**src/rtl/kernel_weight_loader.sv**
```systemverilog
// kernel_weight_loader: walks a weights ROM once per start pulse
// and presents the captured kernel as one flat bus.
module kernel_weight_loader #(
   parameter int PARA_WIDTH  = 8,
   parameter int KERNEL_SIZE = 25,
   parameter int ADDR_WIDTH  = 5
) (
   input  logic                              clk,
   input  logic                              rst,
   input  logic                              start,
   output logic                              busy,
   output logic                              done,
   output logic                              kernel_valid,
   output logic [KERNEL_SIZE*PARA_WIDTH-1:0] kernel_flat,
   output logic                              rom_r_en,
   output logic [ADDR_WIDTH-1:0]             rom_raddr,
   input  logic [PARA_WIDTH-1:0]             rom_dout
);

   typedef enum logic [1:0] {
      IDLE  = 2'd0,
      FETCH = 2'd1,
      DRAIN = 2'd2,
      DONE  = 2'd3
   } state_t;

   localparam logic [ADDR_WIDTH-1:0] LAST = ADDR_WIDTH'(KERNEL_SIZE - 1);

   state_t                state;
   state_t                state_nxt;
   logic [ADDR_WIDTH-1:0] addr_q;
   logic [ADDR_WIDTH-1:0] cap_addr;
   logic                  cap_en;

   // state register
   always_ff @(posedge clk) begin
      if (rst) state <= IDLE;
      else     state <= state_nxt;
   end

   // next-state logic; start outside IDLE is ignored
   always_comb begin
      state_nxt = state;
      unique case (state)
         IDLE:  if (start) state_nxt = FETCH;
         FETCH: if (addr_q == LAST) state_nxt = DRAIN;
         DRAIN: state_nxt = DONE;
         DONE:  state_nxt = IDLE;
         default: state_nxt = IDLE;
      endcase
   end

   // decoded outputs; addr_q is zero whenever not fetching
   always_comb begin
      busy      = (state != IDLE);
      done      = (state == DONE);
      rom_r_en  = (state == FETCH);
      rom_raddr = addr_q;
   end

   // address counter: one address per FETCH cycle, back to 0 after the last
   always_ff @(posedge clk) begin
      if (rst)
         addr_q <= '0;
      else if (state == FETCH && addr_q != LAST)
         addr_q <= addr_q + 1'b1;
      else
         addr_q <= '0;
   end

   // ROM data lags the request by one cycle, so delay enable and address
   always_ff @(posedge clk) begin
      if (rst) begin
         cap_en   <= 1'b0;
         cap_addr <= '0;
      end else begin
         cap_en   <= rom_r_en;
         cap_addr <= rom_raddr;
      end
   end

   // register bank: write the returned word into the slot it was fetched for
   always_ff @(posedge clk) begin
      if (rst) begin
         kernel_flat <= '0;
      end else begin
         for (int i = 0; i < KERNEL_SIZE; i++) begin
            if (cap_en && cap_addr == ADDR_WIDTH'(i))
               kernel_flat[i*PARA_WIDTH +: PARA_WIDTH] <= rom_dout;
         end
      end
   end

   // kernel_valid drops on an accepted start, rises as DONE is entered
   always_ff @(posedge clk) begin
      if (rst)
         kernel_valid <= 1'b0;
      else if (state == IDLE && start)
         kernel_valid <= 1'b0;
      else if (state == DRAIN)
         kernel_valid <= 1'b1;
   end

endmodule

```
**config.mk**
```make
export PLATFORM = sky130hd
export DESIGN_NAME = kernel_weight_loader
export DESIGN_NICKNAME = d
export VERILOG_FILES = /design/src/rtl/kernel_weight_loader.sv
export SDC_FILE = /design/constraint.sdc
export NUM_CORES = 1
export LEC_CHECK = 0
export CAP_MARGIN = 20
export CORE_MARGIN = 8
export CORE_UTILIZATION = 52
export DETAILED_ROUTE_END_ITERATION = 10
export PLACE_DENSITY = 0.93
export SYNTH_ARGS = -nofsm -noshare
export SYNTH_HDL_FRONTEND = slang
export SYNTH_SLANG_ARGS = --single-unit
```
**constraint.sdc**
```tcl
create_clock -name clk -period 4.1 [get_ports clk]
set_clock_uncertainty 0.15 [all_clocks]
set_input_delay 0.41 -clock clk [delete_from_list [all_inputs] [get_ports clk]]
set_output_delay 0.41 -clock clk [all_outputs]
set_load 0.02 [all_outputs]
```
# == After elaboration in Yosys (flattened, before gate mapping) ==
# Index checks and enable logic that the tools add are counted.
# totals
register_bits,214
latchBits,0
mem_count,0
mem_bits_rw,0
romBits,0
wordCells,99
input_bits,11
# classes
reduce_logical,33
muxes,3
bitwise_logic,1
add_sub_neg,1
n_eq_ne,31
shifts,0
mul,0
n_lt_le_gt_ge,0
div_mod_pow,0
# ops
op,n
"equality test 5 bit, second input constant",10
"equality test 5 x 4 -> 1 bit, second input constant",8
logical AND 1 bit,27
"equality test 5 x 3 -> 1 bit, second input constant",4
"equality test 5 x 2 -> 1 bit, second input constant",2
case mux 2 bit (4 select lines),1
"adder 5 x 1 -> 5 bit, second input constant",1
"equality test 5 x 1 -> 1 bit, second input constant",1
logical NOT 5 bit,1
"!= test 5 bit, second input constant",1
"equality test 2 bit, second input constant",2
2-to-1 mux 2 bit,2
OR reduction 2 bit,2
"equality test 2 x 1 -> 1 bit, second input constant",1
logical NOT 2 bit,1
"!= test 2 x 1 -> 1 bit, second input constant",1
"!= test 2 bit, second input constant",1
AND reduction 2 bit,1
nonzero test 2 bit,1
NOT 1 bit,1

# == Logic depth before layout (Yosys ltp) ==
# Gate-level depths: netlist (run 1).
# depth
depth_word,4
depth_mapped,6
depth_no_buf,5

# == Worst setup path after synthesis (run 1) ==
# No wires, ideal clock.
# synth_path
path_type,register -> register
start,register cap_addr[3]
end,register kernel_flat[12]
slack_ns,2.569
synth_period_minus_slack_ns,1.531
arrival_ns,1.249
path_stages_with_launch,5
setup_time_ns,0.132
required_time_ns,3.818
cell_sequence,dfxtp_1 or4b_1 buf_2 o21ai_1 a21oi_1
# synth_via
elab_chain_cells,2
# synth_rtl
item,line,text
start: declaration,32,logic [ADDR_WIDTH-1:0] cap_addr;
start signal: assignment,78,cap_addr <= rom_raddr;
equality test 5 x 1 -> 1 bit,88,if (cap_en && cap_addr == ADDR_WIDTH'(i))
logical AND 1 bit,88,
end signal: indexed assignment,89,kernel_flat[i*PARA_WIDTH +: PARA_WIDTH] <= rom_dout;
end: declaration,14,"output logic [KERNEL_SIZE*PARA_WIDTH-1:0] kernel_flat,"
# Every way passes these cells.
# A chain may end at the register's enable or synchronous reset.

# == Worst setup path after layout (run 1) ==
# layout_path
start,register state[0]
end,output port busy
# layout_via
elab_chain_cells,1
# layout_rtl
item,line,text
start: declaration,29,state_t state;
start signal: assignment,38,else state <= state_nxt;
nonzero test 2 bit,55,busy = (state != IDLE);
end: declaration,11,"output logic busy,"
# Every way passes these cells.

==> metrics.txt, run 1 <==
# TYPE chip_impl_metric gauge
chip_impl_metric{name="total_i_o_pin_count",unit=""} 220
chip_impl_metric{name="cts_hold_buf",unit=""} 0
chip_impl_info{name="critPathLaunchType",value="flop"} 1
chip_impl_info{name="cp_cell_instances",value="inv_1 -> ha_1 -> inv_1 -> clkdlybuf4s50_1"} 1
chip_impl_metric{name="grt_util_all_layers",unit="%"} 26.6
chip_impl_info{name="critical_path.most_common_cell",value="inv_1"} 1
chip_impl_metric{name="slew_violations",unit=""} 0
chip_impl_metric{name="vdd.ir_drop.worst",unit="V"} 0.000300
chip_impl_metric{name="min_period",unit="ns"} 2.41
chip_impl_metric{name="cp.buffers_inverters",unit=""} 3
chip_impl_metric{name="timing.max_slew.rel_slack",unit="%"} 22.9
chip_impl_metric{name="finalSetupViolCount",unit=""} 0
chip_impl_metric{name="timing.fmax",unit="GHz"} 0.416
chip_impl_metric{name="grtUsageMet2",unit="%"} 45.2
chip_impl_metric{name="drt_initial_violations",unit=""} 922
chip_impl_metric{name="finalHoldViolations",unit=""} 0
chip_impl_metric{name="antenna_cells_inserted",unit=""} 0
chip_impl_info{name="timing.hold.worst.class",value="primary input to flop"} 1
chip_impl_metric{name="fin_nets",unit=""} 1160
chip_impl_info{name="rsz_0062_raised_after_global_routing",value="false"} 1
chip_impl_metric{name="clk_pin_slew_worst_paths",unit="ns"} 0.06
chip_impl_info{name="grt.busiest_layer",value="met2"} 1
chip_impl_metric{name="initial_core_util",unit="%"} 53.0
chip_impl_metric{name="timing.final.ws_setup",unit="ns"} 1.69
chip_impl_info{name="cpLargestDelayFamily",value="buffers and inverters"} 1
chip_impl_metric{name="cp_data_arrival_time",unit="ns"} 1.85
chip_impl_metric{name="met1_usage",unit="%"} 31.2
chip_impl_info{name="setup.worst_path.end_class",value="output port"} 1
chip_impl_metric{name="io_buffers",unit=""} 219
chip_impl_metric{name="route.vias.total",unit=""} 8522
chip_impl_metric{name="coreArea",unit="mm²"} 0.0158
chip_impl_metric{name="postCtsSetupBuffers",unit=""} 0
chip_impl_metric{name="rows",unit=""} 46
chip_impl_info{name="tritoncts",value="done"} 1
chip_impl_metric{name="tightestPinTransition",unit="ns"} 1.16
chip_impl_metric{name="ys.warnings.count",unit=""} 0
chip_impl_metric{name="timing.critical_path.fanout_max",unit=""} 4
chip_impl_metric{name="die_area",unit="mm²"} 0.0204
chip_impl_metric{name="remaining_drc_errors",unit=""} 0
chip_impl_metric{name="drt_first_pass_iters",unit=""} 5
chip_impl_metric{name="detailed_place_hpwl",unit="µm"} 16900
chip_impl_metric{name="via_count_of_the_first_global_routing_pass",unit=""} 8039
chip_impl_info{name="run_status",value="finished, final reports clean"} 1
chip_impl_info{name="path_type_of_the_worst_setup_path",value="flop to output port"} 1
chip_impl_metric{name="drive_above_1_share",unit="%"} 6.04
chip_impl_metric{name="max-cap-violations",unit=""} 0
chip_impl_metric{name="worst_case_clock_buffer_depth",unit=""} 3
chip_impl_metric{name="later_pin_clock_latency_in_the_skew_report",unit="ns"} 0.49
chip_impl_metric{name="pre_cts_slack",unit="ns"} 1.82
chip_impl_metric{name="global_route_wire_length_before_repair",unit="µm"} 43800
chip_impl_metric{name="cts_resized",unit=""} 0
chip_impl_info{name="timing.critical_path.slowest_stage_cell",value="clkdlybuf4s50_1"} 1
chip_impl_metric{name="grt_antenna_before_repair",unit=""} 0
chip_impl_metric{name="postSynthNetCount",unit=""} 1028
chip_impl_metric{name="clock-sinks",unit=""} 214
chip_impl_metric{name="wire_per_inst",unit="µm"} 21.0
chip_impl_metric{name="gp_congestion",unit=""} 0.779
chip_impl_info{name="mostFrequentLayoutCells",value="clkdlybuf4s50_1 (218), dfxtp_1 (214), nand3_1 (202), a21oi_1 (200), o21ai_1 (122)"} 1
chip_impl_metric{name="avgViaCountPerCell",unit=""} 6.20
chip_impl_metric{name="wirelength",unit="µm"} 28800
chip_impl_metric{name="instance_count_of_the_mapped_netlist",unit=""} 1010
chip_impl_metric{name="crit_path_max_incr_delay",unit="ns"} 0.59
chip_impl_info{name="clock_tree.root_cell",value="clkbuf_16"} 1
chip_impl_metric{name="die_boundary_width",unit="µm"} 143
chip_impl_metric{name="grt_remaining_overflow",unit=""} 0
chip_impl_metric{name="die_y",unit="µm"} 143
chip_impl_metric{name="power.density",unit="mW/mm²"} 423
chip_impl_metric{name="leakagePower",unit="nW"} 3.58
chip_impl_metric{name="hold-worst-slack",unit="ns"} 0.288
chip_impl_metric{name="postSynthRegisterBits",unit=""} 214
chip_impl_metric{name="post_synth_instance_area",unit="mm²"} 0.00836
chip_impl_metric{name="total_power",unit="mW"} 4.78
chip_impl_metric{name="nFillCells",unit=""} 1166
chip_impl_metric{name="final_antenna_net_count",unit=""} 0
chip_impl_metric{name="cts_buffers",unit=""} 22
chip_impl_metric{name="syn_area_per_cell",unit="µm²"} 8.27
chip_impl_info{name="layout.cells.most_common",value="clkdlybuf4s50_1"} 1
chip_impl_metric{name="post-route-period-util",unit="%"} 58.7
chip_impl_metric{name="grt_start_max_net_pins",unit=""} 113
chip_impl_metric{name="yosysUniqueCellTypes",unit=""} 31
chip_impl_metric{name="crit_required",unit="ns"} 3.54
chip_impl_metric{name="cts.htree.levels",unit=""} 1
chip_impl_metric{name="grt_util_met3",unit="%"} 6.78
chip_impl_metric{name="timing.setup.tns",unit="ns"} 0
chip_impl_metric{name="area.growth.synth_to_final",unit="%"} 35.2
chip_impl_metric{name="sequential_element_share_of_the_synthesized_area",unit="%"} 51.3
[power by group]
group / internal (mW) / leakage, nW / switching [mW]
clock network: 1.28 / 0.383 / 0.811
registers: 2.11 / 1.72 / 0.0355
logic: 0.164 / 1.47 / 0.378
total: 3.55 / 3.58 / 1.22
[synth_stat cells]
cell	count	area, µm²
clkbuf_2	1	5.00
xnor2_1	1	8.76
nor2_1	8	30.0
nand2b_1	4	25.0
buf_2	45	225
nor2b_1	7	43.8
and3_1	1	6.26
and2_1	1	6.26
ha_1	7	87.6
a211oi_1	2	15.0
a21oi_1	200	1000
and4b_1	3	30.0
clkbuf_1	75	282
buf_4	7	52.6
a21o_1	1	7.51
mux2i_1	1	10.0
a2111oi_0	1	8.76
inv_1	5	18.8
or4b_1	1	10.0
or2_1	1	6.26
dfxtp_1	214	4280
o21ai_0	78	390
nor4b_4	1	23.8
nand2_1	2	7.51
nand4b_1	4	35.0
buf_1	7	26.3
and4bb_1	3	37.5
o21ai_1	122	611
nand4bb_1	3	33.8
nand3_1	202	1010
xor2_1	2	17.5
[cell families after synthesis]
family / share of synthesized area [%]
flops: 51.3
compound gates: 24.3
buf+inv: 7.29
xor+xnor: 0.314
mux: 0.120
fa+ha+maj: 1.05
simple gates: 15.6
[layer usage]
metal,wire length [µm],vias to the layer above
li1,-,3842
met1,10600,3993
met2,13700,602
met3,3430,85
met4,1120,0
met5,0,-
[state kept, by name, indices dropped and copies added (netlist names)]
register      flops
kernel_valid      1
rom_raddr         5
cap_en            1
kernel_flat     200
cap_addr          5
state             2
[stage by stage]
stage / utilization, % / cell area [µm²] / instances
after floorplan: - / 8360 / 1010
after global placement: 66.0 / 10400 / 1328
after detailed placement: 66.0 / 10400 / 1328
after CTS: 70.9 / 11200 / 1368
after global routing: 71.6 / 11300 / 1374
final: 71.6 / 11300 / 1374
[path summary, 6_finish.rpt]
check                        start          endpoint  slack [ns]  cells after the start
setup / recovery          state[0]              busy        1.69                      4
hold / removal                 rst   kernel_flat[63]        0.29                      2
setup reg to reg       cap_addr[2]  kernel_flat[103]        1.84                      3
hold reg to reg   kernel_flat[175]  kernel_flat[175]        0.32                      2
[layout make-up]
type,count,area [µm²],area share (%)
sequential,214,4280,37.9
tap,216,270,2.39
timing repair buffer,243,2460,21.8
clock inverter,6,83.8,0.742
clock buffer,34,687,6.08
multi-input combinational,656,3490,30.9
inverter,5,18.8,0.166
(Power assumes the default switching activity.)
==> run 2: changes to the inputs <==
Settings changed: CORE_UTILIZATION 52 to 44, PLACE_DENSITY 0.93 to 0.84.
Clock period 4.1 ns to 2.2 ns, I/O delays scaled along.
==> metrics.txt, run 2 (synthesized netlist as in run 1, its figures left out) <==
# TYPE chip_impl_metric gauge
chip_impl_info{name="run_status",value="finished, final reports clean"} 1
chip_impl_metric{name="antenna_cells_inserted",unit=""} 0
chip_impl_info{name="path_type_of_the_worst_setup_path",value="flop to output port"} 1
chip_impl_metric{name="leakagePower",unit="nW"} 3.63
chip_impl_info{name="timing.hold.worst.class",value="primary input to flop"} 1
chip_impl_metric{name="grt_remaining_overflow",unit=""} 0
chip_impl_metric{name="min_period",unit="ns"} 2.12
chip_impl_metric{name="later_pin_clock_latency_in_the_skew_report",unit="ns"} 0.49
chip_impl_metric{name="grt_antenna_before_repair",unit=""} 0
chip_impl_metric{name="grt_util_all_layers",unit="%"} 22.6
chip_impl_metric{name="layout.core_utilization",unit="%"} 61.0
chip_impl_metric{name="avgViaCountPerCell",unit=""} 5.89
chip_impl_info{name="tritoncts",value="done"} 1
chip_impl_info{name="clock_tree.root_cell",value="clkbuf_16"} 1
chip_impl_metric{name="postCtsSetupBuffers",unit=""} 0
chip_impl_metric{name="timing.max_slew.rel_slack",unit="%"} 68.3
chip_impl_metric{name="wirelength",unit="µm"} 28500
chip_impl_metric{name="timing.critical_path.fanout_max",unit=""} 4
chip_impl_metric{name="finalSetupViolCount",unit=""} 0
chip_impl_metric{name="nFillCells",unit=""} 1550
chip_impl_metric{name="global_route_wire_length_before_repair",unit="µm"} 43900
chip_impl_metric{name="total_i_o_pin_count",unit=""} 220
chip_impl_metric{name="die_y",unit="µm"} 154
chip_impl_metric{name="coreArea",unit="mm²"} 0.0186
chip_impl_metric{name="cp_data_arrival_time",unit="ns"} 1.75
chip_impl_metric{name="route.vias.total",unit=""} 8299
chip_impl_metric{name="cts.htree.levels",unit=""} 1
chip_impl_info{name="register_with_the_highest_flop_count",value="kernel_flat"} 1
chip_impl_info{name="setup.worst_path.end_class",value="output port"} 1
chip_impl_metric{name="final_cell_area",unit="mm²"} 0.0114
chip_impl_metric{name="finalHoldViolations",unit=""} 0
chip_impl_metric{name="clk_pin_slew_worst_paths",unit="ns"} 0.06
chip_impl_metric{name="wire_per_inst",unit="µm"} 20.2
chip_impl_metric{name="max-cap-violations",unit=""} 0
chip_impl_metric{name="area.growth.synth_to_final",unit="%"} 36.0
chip_impl_metric{name="slew_violations",unit=""} 0
chip_impl_metric{name="initial_core_util",unit="%"} 44.8
chip_impl_metric{name="largest_reg_flops",unit=""} 200
chip_impl_metric{name="io_buffers",unit=""} 219
chip_impl_metric{name="vdd.ir_drop.worst",unit="V"} 0.000479
chip_impl_metric{name="cts_buffers",unit=""} 22
chip_impl_metric{name="drive_above_1_share",unit="%"} 7.14
chip_impl_metric{name="rows",unit=""} 50
chip_impl_metric{name="fin_nets",unit=""} 1179
chip_impl_metric{name="timing.final.ws_setup",unit="ns"} 0.0827
chip_impl_metric{name="via_count_of_the_first_global_routing_pass",unit=""} 7777
chip_impl_info{name="rsz_0062_raised_after_global_routing",value="false"} 1
chip_impl_metric{name="crit_required",unit="ns"} 1.83
chip_impl_metric{name="gp_congestion",unit=""} 0.761
chip_impl_info{name="layout.cells.most_common",value="clkdlybuf4s50_1"} 1
chip_impl_info{name="critPathLaunchType",value="flop"} 1
chip_impl_metric{name="remaining_drc_errors",unit=""} 0
chip_impl_metric{name="final_antenna_net_count",unit=""} 0
chip_impl_metric{name="timing.fmax",unit="GHz"} 0.472
chip_impl_metric{name="grt_start_max_net_pins",unit=""} 71
chip_impl_metric{name="die_boundary_width",unit="µm"} 154
chip_impl_metric{name="placed_area",unit="mm²"} 0.0106
chip_impl_metric{name="power.density",unit="mW/mm²"} 766
chip_impl_metric{name="tightestPinTransition",unit="ns"} 0.476
chip_impl_metric{name="drt_first_pass_iters",unit=""} 5
chip_impl_info{name="mostFrequentLayoutCells",value="clkdlybuf4s50_1 (217), dfxtp_1 (214), nand3_1 (202), a21oi_1 (200), o21ai_1 (122)"} 1
chip_impl_metric{name="timing.reg2reg.setup_slack",unit="ns"} 0.42
chip_impl_metric{name="detailed_place_hpwl",unit="µm"} 17200
chip_impl_metric{name="post-route-period-util",unit="%"} 96.2
chip_impl_metric{name="drt_initial_violations",unit=""} 748
chip_impl_metric{name="die_area",unit="mm²"} 0.0237
chip_impl_metric{name="pre_cts_slack",unit="ns"} 0.425
chip_impl_metric{name="clock-sinks",unit=""} 214
chip_impl_metric{name="timing.setup.tns",unit="ns"} 0
chip_impl_metric{name="worst_case_clock_buffer_depth",unit=""} 3
run 2: changes by cell type in the layout (fill, tap and decap cells not counted), moves of 2 or more:
cell      before  now
buf_16         2    0
buf_4         17   39
buf_8          2    0
clkbuf_1       4    7
clkbuf_8       7    5
run 2: final timing paths:
check                       start         endpoint  depth (start not counted)
setup / recovery         state[1]         rom_r_en                          3
hold / removal              start     kernel_valid                          2
setup reg to reg      cap_addr[2]  kernel_flat[11]                          4
hold reg to reg   kernel_flat[78]  kernel_flat[78]                          2
run 2: metal layers:
metal / part of all wire [%] / track usage [%]
met5: 0 / 0
met4: 2.6 / 6.58
met3: 10 / 6.92
met2: 47 / 37.0
met1: 40 / 28.2
run 2: layout make-up:
type | instances | area, µm² | share of cell area (%)
tap | 234 | 293 | 2.58
timing repair buffer | 262 | 2550 | 22.5
clock buffer | 35 | 671 | 5.90
sequential | 214 | 4280 | 37.7
multi-input combinational | 656 | 3490 | 30.7
inverter | 5 | 18.8 | 0.165
clock inverter | 4 | 48.8 | 0.429
run 2: what timing repair did:
item,in CTS,in global routing
endpoints found under the hold margin,36,0
setup endpoints to repair,1,0
hold buffers,1,0
resized for setup,1,0
run 2: per-stage QoR:
stage,hold WS [ns],cells,power [mW]
after floorplan,0.161,1010,4.70
after global placement,0.309,1370,5.06
after detailed placement,0.317,1370,5.08
after CTS,0.161,1410,8.73
after global routing,0.184,1410,8.99
final,0.175,1410,8.71
run 2: power by group:
group	internal, mW	switching [mW]
Combinational	0.297	0.706
Sequential	3.93	0.0614
Clock	2.20	1.51
Total	6.43	2.28
run 2: critical path: stages, from the launching register on:
cell             delay (ns)
dfxtp_1                0.33
inv_1                  0.11
ha_1                   0.20
clkdlybuf4s50_1        0.62
